**src/rtl/uart_rx_fifo.sv**
```systemverilog
// Receive FIFO for uart_top: stores each character with its {break, framing, parity} flags.
// Latency: first-word-fall-through, so a push on edge N is visible on rd_data/count after edge N.
// Backpressure: a push while full with no pop is dropped and reported through overrun/overrun_sticky.
module uart_rx_fifo #(
  parameter int DEPTH  = 16,
  parameter int DATA_W = 8,
  parameter int TOUT_W = 16,
  localparam int CNT_W = $clog2(DEPTH) + 1
) (
  input  logic              clk,
  input  logic              rst,
  input  logic              fifo_clr,
  input  logic              wr_en,
  input  logic [DATA_W-1:0] wr_data,
  input  logic [2:0]        wr_err,
  input  logic              rd_en,
  output logic [DATA_W-1:0] rd_data,
  output logic [2:0]        rd_err,
  output logic              empty,
  output logic              full,
  output logic [CNT_W-1:0]  count,
  input  logic [1:0]        trig_sel,
  output logic              trig_hit,
  input  logic [TOUT_W-1:0] tout_cycles,
  output logic              timeout,
  output logic              err_pending,
  output logic              overrun,
  output logic              overrun_sticky,
  input  logic              ovr_clr
);

  localparam int AW = $clog2(DEPTH);

  logic [DATA_W+2:0] mem [DEPTH];
  logic [DATA_W+2:0] head;
  logic [AW-1:0]     rd_ptr;
  logic [AW-1:0]     wr_ptr;
  logic [CNT_W-1:0]  err_cnt;
  logic [TOUT_W-1:0] tcnt;
  logic [CNT_W-1:0]  trig_lvl;
  logic              push;
  logic              pop;
  logic              drop;
  logic              err_inc;
  logic              err_dec;

  // Accepted push/pop and dropped push; a flush discards both strobes.
  always_comb begin
    pop     = rd_en && !empty && !fifo_clr;
    push    = wr_en && !fifo_clr && (!full || rd_en);
    drop    = wr_en && !fifo_clr && full && !rd_en;
    err_inc = push && (|wr_err);
    err_dec = pop && (|rd_err);
  end

  // Head entry is presented directly from storage (no read latency).
  always_comb begin
    head    = mem[rd_ptr];
    rd_data = head[DATA_W-1:0];
    rd_err  = head[DATA_W+2:DATA_W];
  end

  // Storage write; contents are not reset, pointers and count define validity.
  always_ff @(posedge clk) begin
    if (push && !rst) begin
      mem[wr_ptr] <= {wr_err, wr_data};
    end
  end

  // Pointers wrap naturally because DEPTH is a power of two.
  always_ff @(posedge clk) begin
    if (rst || fifo_clr) begin
      rd_ptr <= '0;
      wr_ptr <= '0;
    end else begin
      if (push) wr_ptr <= wr_ptr + 1'b1;
      if (pop)  rd_ptr <= rd_ptr + 1'b1;
    end
  end

  // Occupancy: a simultaneous push and pop leaves it unchanged.
  always_ff @(posedge clk) begin
    if (rst || fifo_clr) begin
      count <= '0;
    end else if (push && !pop) begin
      count <= count + 1'b1;
    end else if (pop && !push) begin
      count <= count - 1'b1;
    end
  end

  // Number of stored entries carrying any error flag.
  always_ff @(posedge clk) begin
    if (rst || fifo_clr) begin
      err_cnt <= '0;
    end else if (err_inc && !err_dec) begin
      err_cnt <= err_cnt + 1'b1;
    end else if (err_dec && !err_inc) begin
      err_cnt <= err_cnt - 1'b1;
    end
  end

  // Idle counter since last FIFO activity, clamped at tout_cycles so it can hold on the compare value.
  always_ff @(posedge clk) begin
    if (rst || fifo_clr || push || pop || empty) begin
      tcnt <= '0;
    end else if (tcnt >= tout_cycles) begin
      tcnt <= tout_cycles;
    end else begin
      tcnt <= tcnt + 1'b1;
    end
  end

  // One-cycle drop pulse plus latched flag; a new drop beats a simultaneous clear.
  always_ff @(posedge clk) begin
    if (rst) begin
      overrun        <= 1'b0;
      overrun_sticky <= 1'b0;
    end else begin
      overrun <= drop;
      if (drop) begin
        overrun_sticky <= 1'b1;
      end else if (ovr_clr) begin
        overrun_sticky <= 1'b0;
      end
    end
  end

  // Trigger level decode; the smallest level is 1 so an empty FIFO never triggers.
  always_comb begin
    trig_lvl = CNT_W'(1);
    case (trig_sel)
      2'd0: trig_lvl = CNT_W'(1);
      2'd1: trig_lvl = CNT_W'(DEPTH / 4);
      2'd2: trig_lvl = CNT_W'(DEPTH / 2);
      2'd3: trig_lvl = CNT_W'(DEPTH - 2);
      default: trig_lvl = CNT_W'(1);
    endcase
  end

  // Status flags derived from registered state.
  always_comb begin
    empty       = (count == '0);
    full        = (count == CNT_W'(DEPTH));
    trig_hit    = (count >= trig_lvl);
    err_pending = (err_cnt != '0);
    timeout     = (tout_cycles != '0) && !empty && (tcnt == tout_cycles);
  end

endmodule

```
**config.mk**
```make
export PLATFORM = sky130hd
export DESIGN_NAME = uart_rx_fifo
export DESIGN_NICKNAME = d
export VERILOG_FILES = /design/src/rtl/uart_rx_fifo.sv
export SDC_FILE = /design/constraint.sdc
export NUM_CORES = 1
export LEC_CHECK = 0
export BUFFER_PORTS_ARGS = -buffer_cell sky130_fd_sc_hd__buf_2
export CELL_PAD_IN_SITES_DETAIL_PLACEMENT = 0
export CELL_PAD_IN_SITES_GLOBAL_PLACEMENT = 1
export CORE_ASPECT_RATIO = 0.5
export CORE_MARGIN = 3
export CORE_UTILIZATION = 30
export DETAILED_ROUTE_END_ITERATION = 8
export GPL_ROUTABILITY_DRIVEN = 0
export HOLD_SLACK_MARGIN = 0.06
export PLACE_DENSITY_LB_ADDON = 0.1
export SLEW_MARGIN = 20
export SYNTH_ARGS = -nofsm -noshare
export SYNTH_HDL_FRONTEND = slang
export SYNTH_SLANG_ARGS = --single-unit
```
**constraint.sdc**
```tcl
create_clock -name clk -period 7.1 [get_ports clk]
set_input_delay 1.42 -clock clk [delete_from_list [all_inputs] [get_ports clk]]
set_output_delay 1.42 -clock clk [all_outputs]
set_load 0.01 [all_outputs]
```
After elaboration in Yosys (flattened, before gate mapping). Memories as Yosys holds them, arrays and structs flattened. A register that Yosys moved wholly into a read port is not among the register bits. Index checks and enable logic that the tools add are counted.

Logic and storage cells: 72. Memories: 1. Flip-flop bits (word level): 36. Output and inout bits: 23. Input bits: 35. RAM bits: 176.

Magnitude comparators: 2. Reduce and logical (&&, ||, !) cells: 38. Equality and inequality tests: 5. Muxes and demuxes: 12. Add/subtract/negate cells: 7.

Memory list: mem (words 16, width 11, read ports 1, clocked after memory_dff 1, write ports 1, line 34) `logic [DATA_W+2:0] mem [DEPTH];`.

Operators with widths (number): 5-bit 2-to-1 mux (4); 5-bit one-hot mux with 4 select lines (1); 16-bit by 1-bit adder with 16-bit output (second input constant) (1); 16-bit equality test (1); 16-bit greater-or-equal comparator (1); 16-bit 2-to-1 mux (1); 16-bit nonzero test (1); 1-bit logical AND (15); 5-bit by 1-bit adder with 5-bit output (second input constant) (2); 5-bit by 1-bit subtractor with 5-bit output (second input constant) (2); 1-bit logical NOT (9); 4-bit by 1-bit adder with 4-bit output (second input constant) (2); 4-bit 2-to-1 mux (2); 2-bit nonzero test (3); 3-bit OR reduction (2); 5-bit equality test (second input constant) (1); 5-bit greater-or-equal comparator (1); 5-bit logical NOT (1); 1-bit logical OR (5); 5-bit nonzero test (1); 2-bit equality test (second input constant) (2); 1-bit 2-to-1 mux (4); 2-bit by 1-bit equality test with 1-bit output (second input constant) (1); 2-bit logical NOT (1).

Depth between registers and ports, before layout. Gate-level depths: netlist of the first run.

Word-level depth: 9. Gate-level depth with buffers: 14.

Worst setup path before layout of the first run. No wires, ideal clock.

Kind: input to output. Start point: input port tout_cycles[15]. End point: output port timeout. Data required time: 5.680 ns. Path buffers: 0. Arrival time: 2.740 ns. Path slack: 2.940 ns. Stages: 6. Path through: inv_1 > ha_1 > nand3_1 > nor3_2 > nand4_1 > nor4_1.

Longest elaborated chain between the ends: 3.

RTL lines: start: declaration (line 24) `input logic [TOUT_W-1:0] tout_cycles,`; 16-bit nonzero test (line 147) `timeout = (tout_cycles != '0) && !empty && (tcnt == tout_cycles);`; 1-bit logical AND (line 147); 1-bit logical AND * (line 147); end: declaration (line 25) `output logic timeout,`.

Every way passes the cells marked *; elsewhere a longest branch is shown, timed or not.

==> impl_metrics.csv, run 1 <==
group,metric,value,unit
timing,timing_hold_violations_final,0,
worst_setup_path,cp.arrival,3070,ps
synthesis,synthArstFlopShare,0,%
timing,finalCriticalPeriod,4490,ps
worst_setup_path,r2r_setup_slack,2830,ps
global_routing,overflow,0,
routing,vias_per_cell,4.62,
finish,layout-drive-gt1-share,22.8,%
placement,hpwl,13100,um
worst_setup_path,startpoint_type,"flip-flop",
clock_tree,clock_latency,520,ps
synthesis,synth.largest_area_cell,"edfxtp_1",
synthesis,synth_cells,587,
clock_tree,path_clk_slew,60,ps
hold_path,min_from,"overrun_sticky$_SDFFE_PP0P_",
finish,num-nets-final,738,
synthesis,avgSynthCellArea,16.2,um2
timing,max-slew-margin-rel,36.2,%
synthesis,synthTopCellsByArea,"edfxtp_1 56%, dfxtp_1 8.4%, mux4_2 7.8%",
clock_tree,ctsResizeCount,0,
hold_path,hold_end,"overrun_sticky$_SDFFE_PP0P_",
placement,port-buffer-count,57,
clock_tree,cts-root-buf,"clkbuf_16",
synthesis,synth-seq-area-share,64.1,%
finish,syn_to_final_growth,16.7,%
timing,setup_viol,0,
global_routing,first_global_vias,5303,
worst_setup_path,cp_max_fo,29,
synthesis,synthAdderAreaFrac,4.91,%
clock_tree,cts_htree_levels,1,
finish,antenna_cells,0,
timing,period_share,63.2,%
global_routing,grt.total_usage,12.9,%
placement,place_area,10300,um2
worst_setup_path,critPathKind,"reg -> out",
hold_path,whs_path_depth,1,
finish,final_common_cell,"edfxtp_1",
pwr,vdd_drop_max,0.183,mV
synthesis,synthSimpleGateAreaFrac,6.86,%
worst_setup_path,reg2reg_to,"err_cnt[4]$_SDFFE_PP0P_",
synthesis,synth_nets,658,
finish,post-route-util,36.0,%
die,die_h,132,um
synthesis,synth_top_family_by_area,"multiplexers",
die,dieWidth,258,um
clock_tree,cts_tree,"built",
worst_setup_path,worstPathRequired,5680,ps
timing,tightest_slew,955,ps
global_routing,grt_pass1_wl,33300,um
synthesis,synth_mux_area_share,15.8,%
synthesis,synthXorXnorAreaFrac,2.49,%
synthesis,synth_compound_area_share,3.02,%
routing,avgRoutedWirePerCell,19.3,um
routing,vias,5115,
synthesis,synth_edf_count,176,
routing,drc_errors,0,
clock_tree,cts_made_buffers,22,
die,dieArea,33900,um2
clock_tree,cts.sinks,216,
clock_tree,cts_setup_buffers,0,
pwr,p_leak,0.00386,uW
clock_tree,cts_buffer_depth,3,
routing,drt.antenna.violating_nets,0,
timing,rsz0062_at_grt,"no",
timing,skew,13.4,ps
finish,nFillCells,2969,
global_routing,grt_max_degree,45,
routing,drt_iter0_drc,200,
die,initial_core_util,30.9,%
die,io_pins,58,
routing,firstDrtPassIters,4,
worst_setup_path,crit_path_end_kind,"output pin",
timing,fmax,0.223,GHz
finish,layout_common_cells,"176 x edfxtp_1, 57 x buf_2, 46 x nor2_1",
global_routing,antenna_found_initial,0,
pwr,power_density,248,nW/um2
synthesis,synth_seq_cells,216,
synthesis,mappedNetlistArea,9490,um2
timing,fin_hold_ws,459,ps
routing,wl,21400,um
synthesis,synth_top_area_share,55.7,%
status,run_status,"finished clean",
worst_setup_path,rr_worst_depth,13,
timing,fin_setup_tns,0,ps
die,num_rows,45,
clock_tree,ctsHoldBuffers,0,
die,core_area,30700,um2
job,maxCapViolations,0,
synthesis,ys_warn_count,0,
finish,postLayoutCellArea,11100,um2
synthesis,synth_cell_types,46,
hold_path,hp-class,"reg -> reg",
timing,maxSlewViolCount,0,
synthesis,synth_ff_type,"edfxtp_1",
sequential cells by signal, indices dropped and copies added (netlist names), named ones only:
name and count:
mem 176, tcnt 16, count 5, err_cnt 5
rd_ptr 4, wr_ptr 4, overrun 1, overrun_sticky 1
routing by layer:
layer | track usage (%) | part of all wire, % | wire (um)
met4 | 2.34 | 1.6 | 346
met3 | 3.05 | 6.9 | 1470
met2 | 19.9 | 45 | 9550
met1 | 18.9 | 47 | 9990
met5 | 0 | 0 | 0
cell families after synthesis:
kind of cell | after synthesis
xor gates and xnor gates | 27
adders and majority gates | 36
DFF | 216
AOI/OAI and AO/OA | 41
muxes | 76
and+or+nand+nor | 139
buffers and inverters | 52
worst max-delay path by stage:
stage / start / endpoint / slack (ps)
3_3_place_gp: tout_cycles[15] / timeout / 2700
6_report: flip-flop / rd_data[1] / 2610
2_1_floorplan: tout_cycles[15] / timeout / 2940
3_5_place_dp: tout_cycles[15] / timeout / 2640
5_1_grt: flip-flop / rd_data[7] / 2390
4_1_cts: flip-flop / rd_data[1] / 2460
critical path, cell delays in order (launching register included):
cell     delay [ps]
dfxtp_2         680
buf_4           580
mux4_1          640
mux4_2          470
buf_2           160
final cells by class:
cell class | instances | area, um2 | area share, %
tap | 423 | 529 | 4.78
multi-input combinational | 319 | 3150 | 28.4
clock inverter | 18 | 208 | 1.88
timing repair buffer | 77 | 435 | 3.93
sequential | 216 | 6090 | 55.0
clock buffer | 22 | 551 | 4.97
inverter | 31 | 116 | 1.05
per-stage QoR:
stage / std cells / power, uW / worst slack (ps)
2_1_floorplan: 587 / 1510 / 2940
3_3_place_gp: 1066 / 1570 / 2700
3_5_place_dp: 1066 / 1570 / 2640
4_1_cts: 1106 / 2800 / 2460
5_1_grt: 1106 / 2880 / 2390
6_report: 1106 / 2750 / 2610
cell usage after synthesis (3+ instances only):
master / number
edfxtp_1: 176
a21o_1: 8
mux4_2: 33
buf_2: 8
mux2i_1: 23
ha_1: 34
o21ai_0: 5
or3_1: 3
buf_12: 3
xor2_1: 16
nor2_1: 47
dfxtp_1: 40
nor3_1: 5
mux4_1: 20
a211oi_1: 4
nor2b_1: 3
nand3_1: 8
a21oi_1: 16
xnor2_1: 11
nor4_1: 8
clkbuf_1: 6
nand2b_1: 3
nand4_1: 6
inv_1: 31
nand2_1: 44
power by group:
| part | internal [uW] | total (uW) | switching [uW] |
|---|---|---|---|
| combinational | 66.3 | 150 | 83.4 |
| sequential | 1370 | 1380 | 9.54 |
| clock | 716 | 1220 | 501 |
(Power assumes the default switching activity.)
==> inputs of run 2 (changes only) <==
==> constraint.sdc (replaced) <==
create_clock -name clk -period 3.88 [get_ports clk]
set_input_delay 0.776 -clock clk [delete_from_list [all_inputs] [get_ports clk]]
set_output_delay 0.776 -clock clk [all_outputs]
set_load 0.01 [all_outputs]
==> impl_metrics.csv, run 2 (synthesized netlist as in run 1, its figures left out) <==
group,metric,value,unit
worst_setup_path,cp_max_fo,12,
clock_tree,cts_buffer_depth,3,
pwr,power_density,476,nW/um2
clock_tree,cts_setup_buffers,0,
pwr,vdd_drop_max,0.280,mV
routing,vias,5246,
finish,num-nets-final,747,
placement,dp_cells,1075,
routing,drt.antenna.violating_nets,0,
routing,avgRoutedWirePerCell,19.8,um
timing,tightest_slew,734,ps
die,core_area,30700,um2
finish,multi_input_area,3150,um2
clock_tree,cts.sinks,216,
die,dieArea,33900,um2
routing,wl,22000,um
worst_setup_path,crit_top_cell,"a21oi_1",
worst_setup_path,startpoint_type,"flip-flop",
finish,final_cells,1115,
placement,hpwl,13800,um
clock_tree,clock_latency,520,ps
timing,skew,7.98,ps
die,die_h,132,um
status,run_status,"finished clean",
clock_tree,cts-root-buf,"clkbuf_16",
finish,antenna_cells,0,
routing,vias_per_cell,4.70,
routing,firstDrtPassIters,4,
global_routing,overflow,0,
clock_tree,cts_htree_levels,1,
global_routing,grt.total_usage,13.2,%
clock_tree,cts_made_buffers,22,
worst_setup_path,worstPathRequired,4330,ps
die,num_rows,45,
hold_path,hp-class,"reg -> reg",
routing,drc_errors,0,
die,io_pins,58,
timing,finalCriticalPeriod,3520,ps
global_routing,grt_pass1_wl,33800,um
finish,seqCellArea,6090,um2
timing,maxSlewViolCount,0,
routing,drt_iter0_drc,305,
die,initial_core_util,30.9,%
die,dieWidth,258,um
worst_setup_path,critPathKind,"reg -> reg",
pwr,p_leak,0.00397,uW
worst_setup_path,crit_chain,"mux4_1 > nor2b_1 > a211oi_1 > a21oi_1 > o31ai_2 > ha_1 > inv_1 > fa_1 > a21o_1 > a21oi_1 > xnor2_1 > or3_1 > a21oi_1",
finish,final_common_cell,"edfxtp_1",
global_routing,grt_max_degree,33,
clock_tree,cts_tree,"built",
worst_setup_path,slowest_stage,"mux4_1",
worst_setup_path,cp.arrival,3970,ps
timing,timing_hold_violations_final,0,
clock_tree,path_clk_slew,60,ps
finish,layout-drive-gt1-share,24.7,%
finish,largestRegisters,"mem x176, tcnt x16",
finish,largest_reg_flops,176,
timing,fin_setup_tns,0,ps
global_routing,first_global_vias,5435,
timing,period_share,90.7,%
worst_setup_path,slowest_delay,560,ps
timing,fmax,0.284,GHz
placement,port-buffer-count,57,
global_routing,antenna_found_initial,0,
clock_tree,ctsHoldBuffers,0,
worst_setup_path,crit_path_end_kind,"flip-flop",
finish,nFillCells,2973,
finish,syn_to_final_growth,18.6,%
job,maxCapViolations,0,
timing,rsz0062_at_grt,"no",
finish,max_flop_register,"mem",
timing,max-slew-margin-rel,51.0,%
finish,layout_common_cells,"176 x edfxtp_1, 57 x buf_2, 47 x nor2_1",
timing,setup_viol,0,
## run 2: cell type report
class	count	share of cell area [%]
inverter	31	1.03
clock inverter	18	2.81
sequential	216	54.1
timing repair buffer	86	4.47
multi-input combinational	319	28.0
clock buffer	22	4.89
tap	423	4.70
## run 2: worst max-delay path: cells and delay by family, from the launching register on
family	cells	cell delay, ps
AOI/OAI and AO/OA	6	1140
adders and majority gates	2	650
muxes	1	560
DFF	1	460
and+or+nand+nor	2	440
buffers and inverters	1	110
xor gates and xnor gates	1	90
## run 2: what timing repair did
item                                    4_1_cts  5_1_grt
endpoints found under the setup margin        0        1
resized for setup                             0        1
endpoints found under the hold margin         0        0
## run 2: metrics by stage
step	setup slack, ps	instance area (um2)	hold WS (ps)	utilization, %	total power (uW)
after global routing	77.4	11300	494	36.6	5550
after floorplan	603	9490	459	-	2760
after global placement	226	10400	433	33.8	2870
final	360	11300	466	36.6	5360
after detailed placement	217	10400	449	33.8	2870
after CTS	196	11300	468	36.6	5440
## run 2: path summary, 6_finish.rpt
check | start | to | slack [ps] | cells after the start
min reg2reg | overrun_sticky$_SDFFE_PP0P_ | overrun_sticky$_SDFFE_PP0P_ | 470 | 1
max reg2reg | flip-flop | err_cnt[4]$_SDFFE_PP0P_ | 360 | 13
max | flip-flop | err_cnt[4]$_SDFFE_PP0P_ | 360 | 13
min | overrun_sticky$_SDFFE_PP0P_ | overrun_sticky$_SDFFE_PP0P_ | 470 | 1
## run 2: where the power goes
part	internal [uW]	switching, uW	leakage, uW	total [uW]
combinational	125	156	0.00165	281
sequential	2510	15.6	0.00191	2530
clock	1580	961	0.000416	2550
total	4220	1130	0.00397	5360
## run 2: layer usage
| metal | wire length, um | GRT usage [%] |
|---|---|---|
| met2 | 9720 | 20.4 |
| met5 | 0 | 0 |
| met4 | 365 | 2.56 |
| met3 | 1040 | 2.74 |
| met1 | 10900 | 19.3 |
==> inputs of run 3 (changes only) <==
--- a/config.mk
+++ b/config.mk
@@ -11,6 +11,7 @@
 export CORE_ASPECT_RATIO = 0.5
 export CORE_MARGIN = 3
 export CORE_UTILIZATION = 30
+export CTS_BUF_LIST = sky130_fd_sc_hd__clkbuf_8
 export DETAILED_ROUTE_END_ITERATION = 8
 export GPL_ROUTABILITY_DRIVEN = 0
 export HOLD_SLACK_MARGIN = 0.06
==> constraint.sdc (replaced) <==
create_clock -name clk -period 3.2 [get_ports clk]
set_input_delay 0.64 -clock clk [delete_from_list [all_inputs] [get_ports clk]]
set_output_delay 0.64 -clock clk [all_outputs]
set_load 0.01 [all_outputs]
==> impl_metrics.csv, run 3 (synthesized netlist as in run 1, its figures left out) <==
group,metric,value,unit
worst_setup_path,slowest_delay,520,ps
worst_setup_path,rr_worst_depth,12,
timing,finalWorstSetupSlack,-85.0,ps
global_routing,antenna_found_initial,2,
clock_tree,cts_buffer_depth,3,
pwr,vdd_drop_max,0.195,mV
clock_tree,cts_made_buffers,34,
timing,fmax,0.304,GHz
clock_tree,path_clk_slew,70,ps
global_routing,overflow,0,
hold_path,hold_end,"tcnt[6]$_SDFF_PP0_",
timing,setup_viol,2,
global_routing,grt_pass1_wl,34100,um
clock_tree,cts-root-buf,"clkbuf_8",
worst_setup_path,cp_top_family,"multiplexers",
finish,max_flop_register,"mem",
status,run_status,"finished with violations",
placement,hpwl,13800,um
die,initial_core_util,30.9,%
finish,post-route-util,36.7,%
pwr,p_leak,0.00405,uW
finish,final_common_cell,"edfxtp_1",
routing,vias,5223,
routing,drt_iter0_drc,319,
finish,layout_common_cells,"176 x edfxtp_1, 57 x buf_2, 47 x nor2_1",
timing,skew,14.7,ps
hold_path,min_from,"tout_cycles[6]",
placement,port-buffer-count,57,
timing,fin_hold_ws,387,ps
placement,post-place-ws,-238,ps
worst_setup_path,r2r_setup_slack,-80,ps
finish,largestRegisters,"mem x176, tcnt x16",
die,core_area,30700,um2
worst_setup_path,startpoint_type,"flip-flop",
timing,rsz0062_at_grt,"yes",
hold_path,hp-class,"in -> reg",
pwr,p_total,5670,uW
finish,num-nets-final,782,
timing,timing_hold_violations_final,0,
finish,antenna_cells,0,
pwr,power_density,503,nW/um2
timing,finalCriticalPeriod,3280,ps
routing,firstDrtPassIters,4,
finish,syn_to_final_growth,18.8,%
routing,vias_per_cell,4.51,
worst_setup_path,crit_chain,"buf_12 > mux4_2 > mux4_2 > o31ai_4 > ha_2 > inv_2 > fa_2 > a21o_1 > a21oi_2 > xnor2_1 > or3_1 > a21oi_2",
routing,drc_errors,0,
routing,avgRoutedWirePerCell,19.1,um
timing,fin_setup_tns,-117,ps
worst_setup_path,worstPathRequired,3650,ps
global_routing,grt.total_usage,13.3,%
routing,drt.antenna.violating_nets,0,
worst_setup_path,cp_max_fo,5,
die,io_pins,58,
timing,tightest_slew,562,ps
finish,layout-drive-gt1-share,29.0,%
worst_setup_path,critPathKind,"reg -> reg",
finish,largest_reg_flops,176,
global_routing,first_global_vias,5620,
worst_setup_path,crit_path_end_kind,"flip-flop",
die,die_h,132,um
timing,period_share,103,%
die,dieWidth,258,um
job,maxCapViolations,0,
worst_setup_path,cp.arrival,3730,ps
global_routing,grt_max_degree,22,
clock_tree,cts_htree_levels,2,
worst_setup_path,slowest_stage,"mux4_2",
clock_tree,clock_latency,520,ps
clock_tree,cts.sinks,216,
hold_path,whs_path_depth,3,
status,violations,"setup timing",
die,num_rows,45,
routing,wl,22200,um
timing,maxSlewViolCount,0,
timing,max-slew-margin-rel,62.2,%
finish,nFillCells,2999,
die,dieArea,33900,um2
worst_setup_path,crit_buf_inv,2,
worst_setup_path,reg2reg_to,"err_cnt[4]$_SDFFE_PP0P_",
clock_tree,cts_tree,"built",
## run 3: cell types whose count changed in the layout (fill, tap and decap cells not counted), moves of 3 or more
| cell | change |
|---|---|
| a21oi_1 | -4 |
| a21oi_2 | +4 |
| buf_4 | +17 |
| bufinv_16 | -7 |
| clkbuf_16 | -21 |
| clkbuf_8 | +36 |
| clkinv_1 | +3 |
| inv_1 | +15 |
| mux4_1 | -8 |
| mux4_2 | +8 |
## run 3: area by class of cell
class | instances | area (um2) | share of cell area, %
clock buffers | 36 | 495 | 4.40
clock inverters | 24 | 130 | 1.15
flip-flops and latches | 216 | 6090 | 54.0
inverters | 31 | 116 | 1.03
multi-input cells | 319 | 3170 | 28.1
well taps | 423 | 529 | 4.69
repair buffers | 109 | 741 | 6.57
## run 3: worst max-delay path by stage
stage | startpoint | to | slack [ps] | depth (start not counted)
final | flip-flop | err_cnt[4]$_SDFFE_PP0P_ | -80 | 12
after global routing | flip-flop | err_cnt[4]$_SDFFE_PP0P_ | -220 | 12
after CTS | flip-flop | err_cnt[4]$_SDFFE_PP0P_ | -70 | 12
after detailed placement | flip-flop | err_cnt[4]$_SDFFE_PP0P_ | -240 | 11
after global placement | flip-flop | err_cnt[4]$_SDFFE_PP0P_ | -210 | 11
after floorplan | flip-flop | err_cnt[4]$_SDFFE_PP0P_ | 10 | 12
## run 3: where the power goes
part / switching [uW] / internal [uW] / leakage (uW)
Combinational: 204 / 186 / 0.00176
Sequential: 15.7 / 3050 / 0.00191
Clock: 1090 / 1130 / 0.000377
Total: 1310 / 4360 / 0.00405
## run 3: repair_timing
| item | 4_1_cts | 5_1_grt |
|---|---|---|
| pin swaps | 7 | 8 |
| endpoints found under the hold margin | 0 | 0 |
| cloned | 0 | 1 |
| endpoints found under the setup margin | 10 | 9 |
| buffers inserted | 3 | 3 |
| resized for setup | 16 | 5 |
| hold buffers | 0 | 0 |
## run 3: metrics by stage
stage / std cells / instance area [um2]
finish: 1158 / 11300
CTS: 1154 / 11200
global placement: 1091 / 10500
detailed placement: 1091 / 10500
global route: 1158 / 11300
floorplan: 587 / 9480
## run 3: metal layers
layer,routed length (um),GRT usage (%),vias up
li1,-,-,2509
met1,10800,19.1,2584
met2,9900,20.4,93
met3,1110,3.49,33
met4,300,3.13,4
met5,27,0,-
## run 3: worst register-to-register path, delay by kind of cell, from the launching register on
family,cells,cell delay [ps]
AO/OA/AOI/OAI,4,710
adder cells (fa/ha/maj),2,560
flip-flops,1,360
AND/OR/NAND/NOR,1,320
XOR/XNOR,1,80
buffers and inverters,2,170
multiplexers,2,1020
